[src/rtl/fifo_uart_tx_if.sv]
// Handshake bundle between the FIFO drain stage and its surroundings.
// master: the UART drain stage. slave: the FIFO / board side.
interface fifo_uart_tx_if;
    logic        enable;
    logic        fifo_empty;
    logic [15:0] fifo_data;
    logic        fifo_rd_en;
    logic        txd;
    logic        busy;
    logic        word_done;

    modport master (
        input  enable, fifo_empty, fifo_data,
        output fifo_rd_en, txd, busy, word_done
    );

    modport slave (
        output enable, fifo_empty, fifo_data,
        input  fifo_rd_en, txd, busy, word_done
    );
endinterface

[src/rtl/fifo_uart_tx.sv]
// FIFO drain stage: pops one 16-bit word and sends it as two 8N1 UART bytes,
// low byte first, LSB first. txd and fifo_rd_en are registered and computed
// from the next-state values so they line up with state_q.
module fifo_uart_tx #(
    parameter int CLKS_PER_BIT = 868
) (
    input  logic           clk,
    input  logic           rst,
    fifo_uart_tx_if.master bus
);
    localparam int BAUD_W = $clog2(CLKS_PER_BIT);
    localparam logic [BAUD_W-1:0] BAUD_LAST = BAUD_W'(CLKS_PER_BIT - 1);

    typedef enum logic [2:0] {IDLE, REQ, LOAD, START, DATA, STOP} state_t;

    state_t            state_q, state_d;
    logic [BAUD_W-1:0] baud_q, baud_d;
    logic [2:0]        bit_q, bit_d;
    logic              sel_q, sel_d;
    logic [15:0]       word_q, word_d;
    logic              rd_en_q, rd_en_d;
    logic              txd_q, txd_d;
    logic              done_q, done_d;
    logic [7:0]        byte_d;
    logic              baud_end;

    assign baud_end = (baud_q == BAUD_LAST);

    // State register and registered outputs; txd idles high out of reset.
    always_ff @(posedge clk or posedge rst) begin
        if (rst) begin
            state_q <= IDLE;
            baud_q  <= '0;
            bit_q   <= '0;
            sel_q   <= 1'b0;
            word_q  <= '0;
            rd_en_q <= 1'b0;
            txd_q   <= 1'b1;
            done_q  <= 1'b0;
        end else begin
            state_q <= state_d;
            baud_q  <= baud_d;
            bit_q   <= bit_d;
            sel_q   <= sel_d;
            word_q  <= word_d;
            rd_en_q <= rd_en_d;
            txd_q   <= txd_d;
            done_q  <= done_d;
        end
    end

    // Next-state, counters and next values of the registered outputs.
    always_comb begin
        state_d = state_q;
        baud_d  = baud_q;
        bit_d   = bit_q;
        sel_d   = sel_q;
        word_d  = word_q;
        done_d  = 1'b0;
        unique case (state_q)
            IDLE: begin
                // enable / fifo_empty only matter here, so a word in flight
                // always completes regardless of what they do.
                if (bus.enable && !bus.fifo_empty) state_d = REQ;
            end
            REQ: state_d = LOAD;
            LOAD: begin
                // FIFO output is registered: valid the cycle after the pop.
                word_d  = bus.fifo_data;
                sel_d   = 1'b0;
                baud_d  = '0;
                bit_d   = '0;
                state_d = START;
            end
            START: begin
                if (baud_end) begin
                    baud_d  = '0;
                    state_d = DATA;
                end else begin
                    baud_d = baud_q + 1'b1;
                end
            end
            DATA: begin
                if (baud_end) begin
                    baud_d = '0;
                    bit_d  = bit_q + 3'd1;
                    if (bit_q == 3'd7) state_d = STOP;
                end else begin
                    baud_d = baud_q + 1'b1;
                end
            end
            STOP: begin
                if (baud_end) begin
                    baud_d = '0;
                    if (!sel_q) begin
                        // High byte follows with no gap.
                        sel_d   = 1'b1;
                        state_d = START;
                    end else begin
                        state_d = IDLE;
                        done_d  = 1'b1;
                    end
                end else begin
                    baud_d = baud_q + 1'b1;
                end
            end
            default: state_d = IDLE;
        endcase

        byte_d  = sel_d ? word_d[15:8] : word_d[7:0];
        rd_en_d = (state_d == REQ);
        unique case (state_d)
            START:   txd_d = 1'b0;
            DATA:    txd_d = byte_d[bit_d];
            default: txd_d = 1'b1;
        endcase
    end

    assign bus.fifo_rd_en = rd_en_q;
    assign bus.txd        = txd_q;
    assign bus.word_done  = done_q;
    assign bus.busy       = (state_q != IDLE);
endmodule

[src/flat_wrapper.sv]
// flat-port wrapper written by rule: the top's interface ports become plain ports
module fifo_uart_tx_flat 
#(
    parameter int CLKS_PER_BIT = 868
)
  (clk, rst, bus_enable, bus_fifo_empty, bus_fifo_data, bus_fifo_rd_en, bus_txd, bus_busy, bus_word_done);
  fifo_uart_tx_if bus_i ();
  input  logic clk;
  input  logic rst;
  input wire logic [$bits(bus_i.enable)-1:0] bus_enable;
  input wire logic [$bits(bus_i.fifo_empty)-1:0] bus_fifo_empty;
  input wire logic [$bits(bus_i.fifo_data)-1:0] bus_fifo_data;
  output wire logic [$bits(bus_i.fifo_rd_en)-1:0] bus_fifo_rd_en;
  output wire logic [$bits(bus_i.txd)-1:0] bus_txd;
  output wire logic [$bits(bus_i.busy)-1:0] bus_busy;
  output wire logic [$bits(bus_i.word_done)-1:0] bus_word_done;
  assign bus_i.enable = bus_enable;
  assign bus_i.fifo_empty = bus_fifo_empty;
  assign bus_i.fifo_data = bus_fifo_data;
  assign bus_fifo_rd_en = bus_i.fifo_rd_en;
  assign bus_txd = bus_i.txd;
  assign bus_busy = bus_i.busy;
  assign bus_word_done = bus_i.word_done;
  fifo_uart_tx #(.CLKS_PER_BIT(CLKS_PER_BIT)) u_core (.clk(clk), .rst(rst), .bus(bus_i));
endmodule
[config.mk]
export PLATFORM = sky130hd
export DESIGN_NAME = fifo_uart_tx_flat
export DESIGN_NICKNAME = d
export VERILOG_FILES = /design/src/rtl/fifo_uart_tx_if.sv /design/src/rtl/fifo_uart_tx.sv /design/src/flat_wrapper.sv
export SDC_FILE = /design/constraint.sdc
export NUM_CORES = 1
export LEC_CHECK = 0
export ABC_AREA = 1
export BUFFER_PORTS_ARGS = -buffer_cell sky130_fd_sc_hd__buf_2
export CORE_ASPECT_RATIO = 1.5
export CORE_MARGIN = 2
export CORE_UTILIZATION = 60
export DETAILED_ROUTE_END_ITERATION = 8
export PLACE_DENSITY = 0.92
export SLEW_MARGIN = 0
export SYNTH_ARGS = -nofsm -noshare
export SYNTH_HDL_FRONTEND = slang
export SYNTH_SLANG_ARGS = --single-unit
export TNS_END_PERCENT = 5
[constraint.sdc]
create_clock -name clk -period 4.5 [get_ports clk]
set_input_delay 0.45 -clock clk [delete_from_list [all_inputs] [get_ports clk]]
set_output_delay 0.45 -clock clk [all_outputs]
set_load 0.02 [all_outputs]
Word level (Yosys, flattened, before mapping) --
Cells that the tools add are included.
Operators by class: add/sub/neg operators 2, multiply operators 0, divide/modulo/power cells 0, order comparisons 1, equality and inequality tests 10, shift-type cells 0, mux-type cells 21, bitwise gates (word level) 0, reductions and logical operators 6
Operators by type and width (number):
- 10-bit case mux with 2 select lines | 1
- 3-bit 2-to-1 mux | 6
- 3-bit case mux with 6 select lines | 1
- 16-bit 2-to-1 mux | 1
- 3-bit equality test (second input constant) | 4
- 10-bit by 1-bit adder with 10-bit output (second input constant) | 1
- 10-bit equality test (second input constant) | 1
- 10-bit 2-to-1 mux | 1
- 3-bit by 2-bit equality test with 1-bit output (second input constant) | 3
- 8-bit 2-to-1 mux | 1
- 3-bit by 1-bit equality test with 1-bit output (second input constant) | 2
- 3-bit case mux with 2 select lines | 1
- 1-bit 2-to-1 mux | 5
- 3-bit by 4-bit < comparator with 1-bit output (second input constant) | 1
- 1-bit case mux with 2 select lines | 2
- 3-bit by 1-bit adder with 3-bit output (second input constant) | 1
- 1-bit binary-select mux with 3-bit select | 1
- 3-bit zero test | 1
- 3-bit nonzero test | 1
- 3-bit OR reduction | 1
- 2-bit 2-to-1 mux | 1
- 2-bit nonzero test | 1
- 1-bit logical AND | 1
- 1-bit zero test | 1
Word-level totals: register bits 36, bits in latches 0, bits in writable memories 0, ROM bits 0, bits of input ports 20, output and inout port bits 4, logic and storage cells 48, memories 0

Longest topological paths before layout --
depth after elaboration 7, mapped depth 15, mapped depth without buffers 15

Worst setup path before layout --
No wires, ideal clock.
path kind reg-to-reg, start point register u_core.baud_q[0], end point register u_core.txd_q, in the netlist u_core.bus.txd, library setup time 75 ps, data arrival time 1530 ps, required time 4425 ps, slack 2895 ps, stages on the path, launching flop included 15, buffers on the path 0, period minus slack after synthesis 1605 ps, cells stage by stage dfrtp_1 > ha_1 > inv_2 > nor2_1 > nand3_2 > nor2_4 > nand3b_1 > nand2_2 > inv_2 > nand2_1 > nand3_1 > nand3_1 > nand2_1 > nand2_1 > nand2_1
On the way: elaborated cells between the ends (all ways) 15, classes of those cells 3 x eq/ne; 12 x mux
RTL lines:
- start, declared | RTL line fifo_uart_tx.sv:17 | logic [BAUD_W-1:0] baud_q, baud_d;
- start signal, assigned | RTL line fifo_uart_tx.sv:42 | baud_q <= baud_d;
- 10-bit equality test | RTL line fifo_uart_tx.sv:27 | assign baud_end = (baud_q == BAUD_LAST);
- 3-bit 2-to-1 mux | RTL line fifo_uart_tx.sv:84 | if (baud_end) begin
- 3-bit case mux with 2 select lines | RTL line fifo_uart_tx.sv:60 | unique case (state_q)
- via u_core.bit_d[0] | RTL line fifo_uart_tx.sv:18 | logic [2:0] bit_q, bit_d;
- 1-bit binary-select mux with 3-bit select | RTL line fifo_uart_tx.sv:114 | DATA: txd_d = byte_d[bit_d];
- 1-bit 2-to-1 mux (not written as such) | RTL line fifo_uart_tx.sv:114
- 1-bit case mux with 2 select lines | RTL line fifo_uart_tx.sv:112 | unique case (state_d)
- via u_core.txd_d | RTL line fifo_uart_tx.sv:22 | logic txd_q, txd_d;
- end signal, assigned | RTL line fifo_uart_tx.sv:47 | txd_q <= txd_d;
- end, declared | RTL line fifo_uart_tx.sv:22
The timed path passes the listed nets, and every way through them passes these cells. The select of a mux whose other input is x is not followed. A chain may end at the register's enable or synchronous reset.

Worst setup path after layout --
start point register u_core.baud_q[0], end point register u_core.txd_q, in the netlist u_core.bus.txd
On the way: longest elaborated chain between the ends 7, elaborated cells between the ends (all ways) 15, classes of those cells 3 x eq/ne; 12 x mux
RTL lines:
- 10-bit equality test | RTL line fifo_uart_tx.sv:27
- 1-bit 2-to-1 mux | RTL line fifo_uart_tx.sv:93 | if (baud_end) begin
- 1-bit case mux with 2 select lines | RTL line fifo_uart_tx.sv:60
- via u_core.sel_d | RTL line fifo_uart_tx.sv:19 | logic sel_q, sel_d;
- 8-bit 2-to-1 mux | RTL line fifo_uart_tx.sv:110 | byte_d = sel_d ? word_d[15:8] : word_d[7:0];
- 1-bit binary-select mux with 3-bit select | RTL line fifo_uart_tx.sv:114
- 1-bit 2-to-1 mux (not written as such) | RTL line fifo_uart_tx.sv:114
- 1-bit case mux with 2 select lines | RTL line fifo_uart_tx.sv:112
- via u_core.txd_d | RTL line fifo_uart_tx.sv:22
The timed path passes the listed nets, and every way through them passes these cells. The select of a mux whose other input is x is not followed.

==> results.cfg <==
[yosys]
post_synth_inst_count = 263
synthDominantAreaCellType = dfrtp_1
synth.top_cells.by_area = dfrtp_1 (43%), nand2_1 (14%), inv_1 (6.4%)
netlist_area_mm2 = 0.00204
synth_seq_cells = 36
asyncSetResetFlopFracSynth = 1.00
number_of_synthesized_flops_with_an_enable_pin = 0
synth.top_cell.area_share = 0.429
synth_top_flop_cell = dfrtp_1
synth_area_per_cell_um2 = 7.77
synth_seq_area_share = 0.442
netlist-cell-type-count = 34
syn-num-nets = 286
yosysWarnings = 0

[layout]
final_common_cell = nand2_1
mostFrequentLayoutCells = nand2_1 (76), inv_1 (35), dfrtp_1 (35)
areaGrowthSynthToFinish_pct = 13.4
finalNetCount = 314
post_route_cells_drive_above_1_share = 0.199
antenna_cells = 0

[cts]
post-cts-setup-buffers = 0
clock_path_buffers = 2
clk_latency_ps = 290
cts_made_buffers = 5
cts_tree = built
ctsHoldBuffers = 0
cts_root_buf = clkbuf_8
clock_tree.htree_level_count = 2
cts_resized = 0
cts.reportedPaths.clkPinSlew_ps = 80
clock_sink_count = 36

[floorplan]
floorplan.die.width_um = 51.6
fp.dieH_um = 75.5
starting_utilization_of_the_core_area = 0.616
fp.dieArea_mm2 = 0.00390
number_of_primary_i_o_pins = 24
placement_rows = 26
area_of_the_core_region_mm2 = 0.00332

[sta]
final.setup.tns_ps = 0
final.min_clock_period_ps = 1840
setup_slack_after_layout_ps = 2660
grt_setup_unrepaired = false
final_critical_path_share_of_the_clock_period = 0.410
timing.final.setup_violations = 0
timing.max_slew.rel_slack = 0.701
final.setup_skew_ps = 12.3
achievable-frequency_ghz = 0.542
worstMarginPinSlew_ps = 448
hold_violations = 0
report.final.slew_viol_count = 0
fin_hold_ws_ps = 247

[power_and_ir_drop]
p_leak_nw = 1.25
ir_drop_mv = 0.392
cellPowerDensity_mw_per_mm2 = 290

[placement]
dp_hpwl_um = 3110
pre_cts_setup_slack_ps = 2700
routabilityCongestion = 0.933
port-buffer-count = 23

[route]
wirelength_um = 4280
length_of_the_first_detailed_routing_pass_in_iterations = 5
avgRoutedWirePerCell_um = 12.8
route.layer.met1.wl_um = 1610
vias = 1771
sum_of_met3_wire_segment_lengths_after_detailed_routing_um = 169
dr.max_layer_used = met4
remaining_drc_errors = 0
avgViaCountPerCell = 5.30
drt_first_iter_violations = 36
wl_met2_um = 2390
ant_nets = 0

[critical_path]
critical_path.max_fanout = 10
r2r.worst_path.cells = 13
critical_path_start_end_classification = flip-flop to flip-flop
critical_path_required_ps = 4740
worstSetupStartpointType = flip-flop
critPathArrivalTime_ps = 2090
endpoint_kind = flip-flop

[status]
run_status = completed

[global_routing]
globalRoute.totalOverflow = 0
grt.total_usage = 0.257
first_pass_grt_wire_length_um = 7270
number_of_antenna_violations_at_the_first_check_in_global_routing = 0
grt_pass1_vias = 1685
grt_max_degree = 37

[run]
cap_violations = 0

[min_path]
class_of_the_most_critical_hold_timing_path = primary input to async pin
==> critical path: stages, from the launching register on <==
cell and delay (ps):
dfrtp_1 380, ha_1 250, nand2_1 120, nor2_4 150, nand4_4 190, nand2_4 170, nand2_1 70, nand2_1 90
nand2_1 60, nand3_1 80, nand3_1 60, nand2_1 60, nand2_1 40, nand2_1 50
==> cells in the mapped netlist (2+ instances only) <==
| master | n |
|---|---|
| a21oi_1 | 3 |
| buf_6 | 2 |
| dfrtp_1 | 35 |
| ha_1 | 3 |
| inv_1 | 35 |
| inv_2 | 7 |
| nand2_1 | 76 |
| nand2_2 | 4 |
| nand2_4 | 2 |
| nand3_1 | 22 |
| nand3_2 | 2 |
| nand4_1 | 5 |
| nor2_1 | 16 |
| nor2_4 | 4 |
| nor3_1 | 3 |
| nor4_1 | 2 |
| o21ai_0 | 13 |
| o21ai_1 | 4 |
| o21ai_2 | 2 |
| o22ai_1 | 5 |
| or2_1 | 2 |
| xor2_1 | 4 |
==> cell type report <==
type / count / area [µm²]
Clock buffer: 7 / 96.3
Clock inverter: 1 / 30.0
Fill cell: 275 / 1000
Inverter: 44 / 169
Multi-Input combinational cell: 180 / 945
Sequential cell: 36 / 902
Tap cell: 42 / 52.6
Timing Repair Buffer: 24 / 123
==> registers in the layout, summed over array words and instances (netlist names) <==
name and flops:
u_core.word_q 16, u_core.baud_q 10, u_core.bit_q 3, u_core.state_q 3, u_core.bus.fifo_rd_en 1, u_core.bus.txd 1, u_core.bus.word_done 1, u_core.sel_q 1
==> final timing paths <==
kind / from / to / slack [ps]
worst max-delay path: u_core.baud_q[0] / u_core.bus.txd / 2660
worst min-delay path: rst / u_core.baud_q[8] / 250
worst max register to register: u_core.baud_q[0] / u_core.bus.txd / 2660
worst min register to register: u_core.word_q[8] / u_core.word_q[8] / 480
max in group asynchronous: rst / u_core.bus.txd / 3910
min in group clk: bus_fifo_empty / u_core.bus.fifo_rd_en / 340
==> per-layer routing <==
layer  vias up  GRT usage
met4         0      0.129
met3        13     0.0529
met1       817      0.270
met2        48      0.480
li1        893          -
met5         -          0
==> through the flow <==
step / instance area, µm² / total power (W) / util / std cells
6_report: 2320 / 0.000672 / 0.698 / 334
5_1_grt: 2320 / 0.000692 / 0.698 / 334
4_1_cts: 2320 / 0.000679 / 0.698 / 334
3_5_place_dp: 2190 / 0.000370 / 0.660 / 326
3_3_place_gp: 2190 / 0.000369 / 0.660 / 326
2_1_floorplan: 2040 / 0.000357 / - / 263
==> power by group <==
| group | switching (W) | total (W) | internal [W] |
|---|---|---|---|
| logic | 0.0000182 | 0.0000315 | 0.0000133 |
| clock network | 0.000112 | 0.000308 | 0.000195 |
| registers | 0.00000202 | 0.000333 | 0.000331 |
==> cells by family after synthesis <==
| family | synth area share |
|---|---|
| simple gates | 0.342 |
| buf+inv | 0.0961 |
| flops | 0.442 |
| compound gates | 0.0802 |
| xor+xnor | 0.0214 |
| fa+ha+maj | 0.0184 |
(Power assumes the default switching activity.)
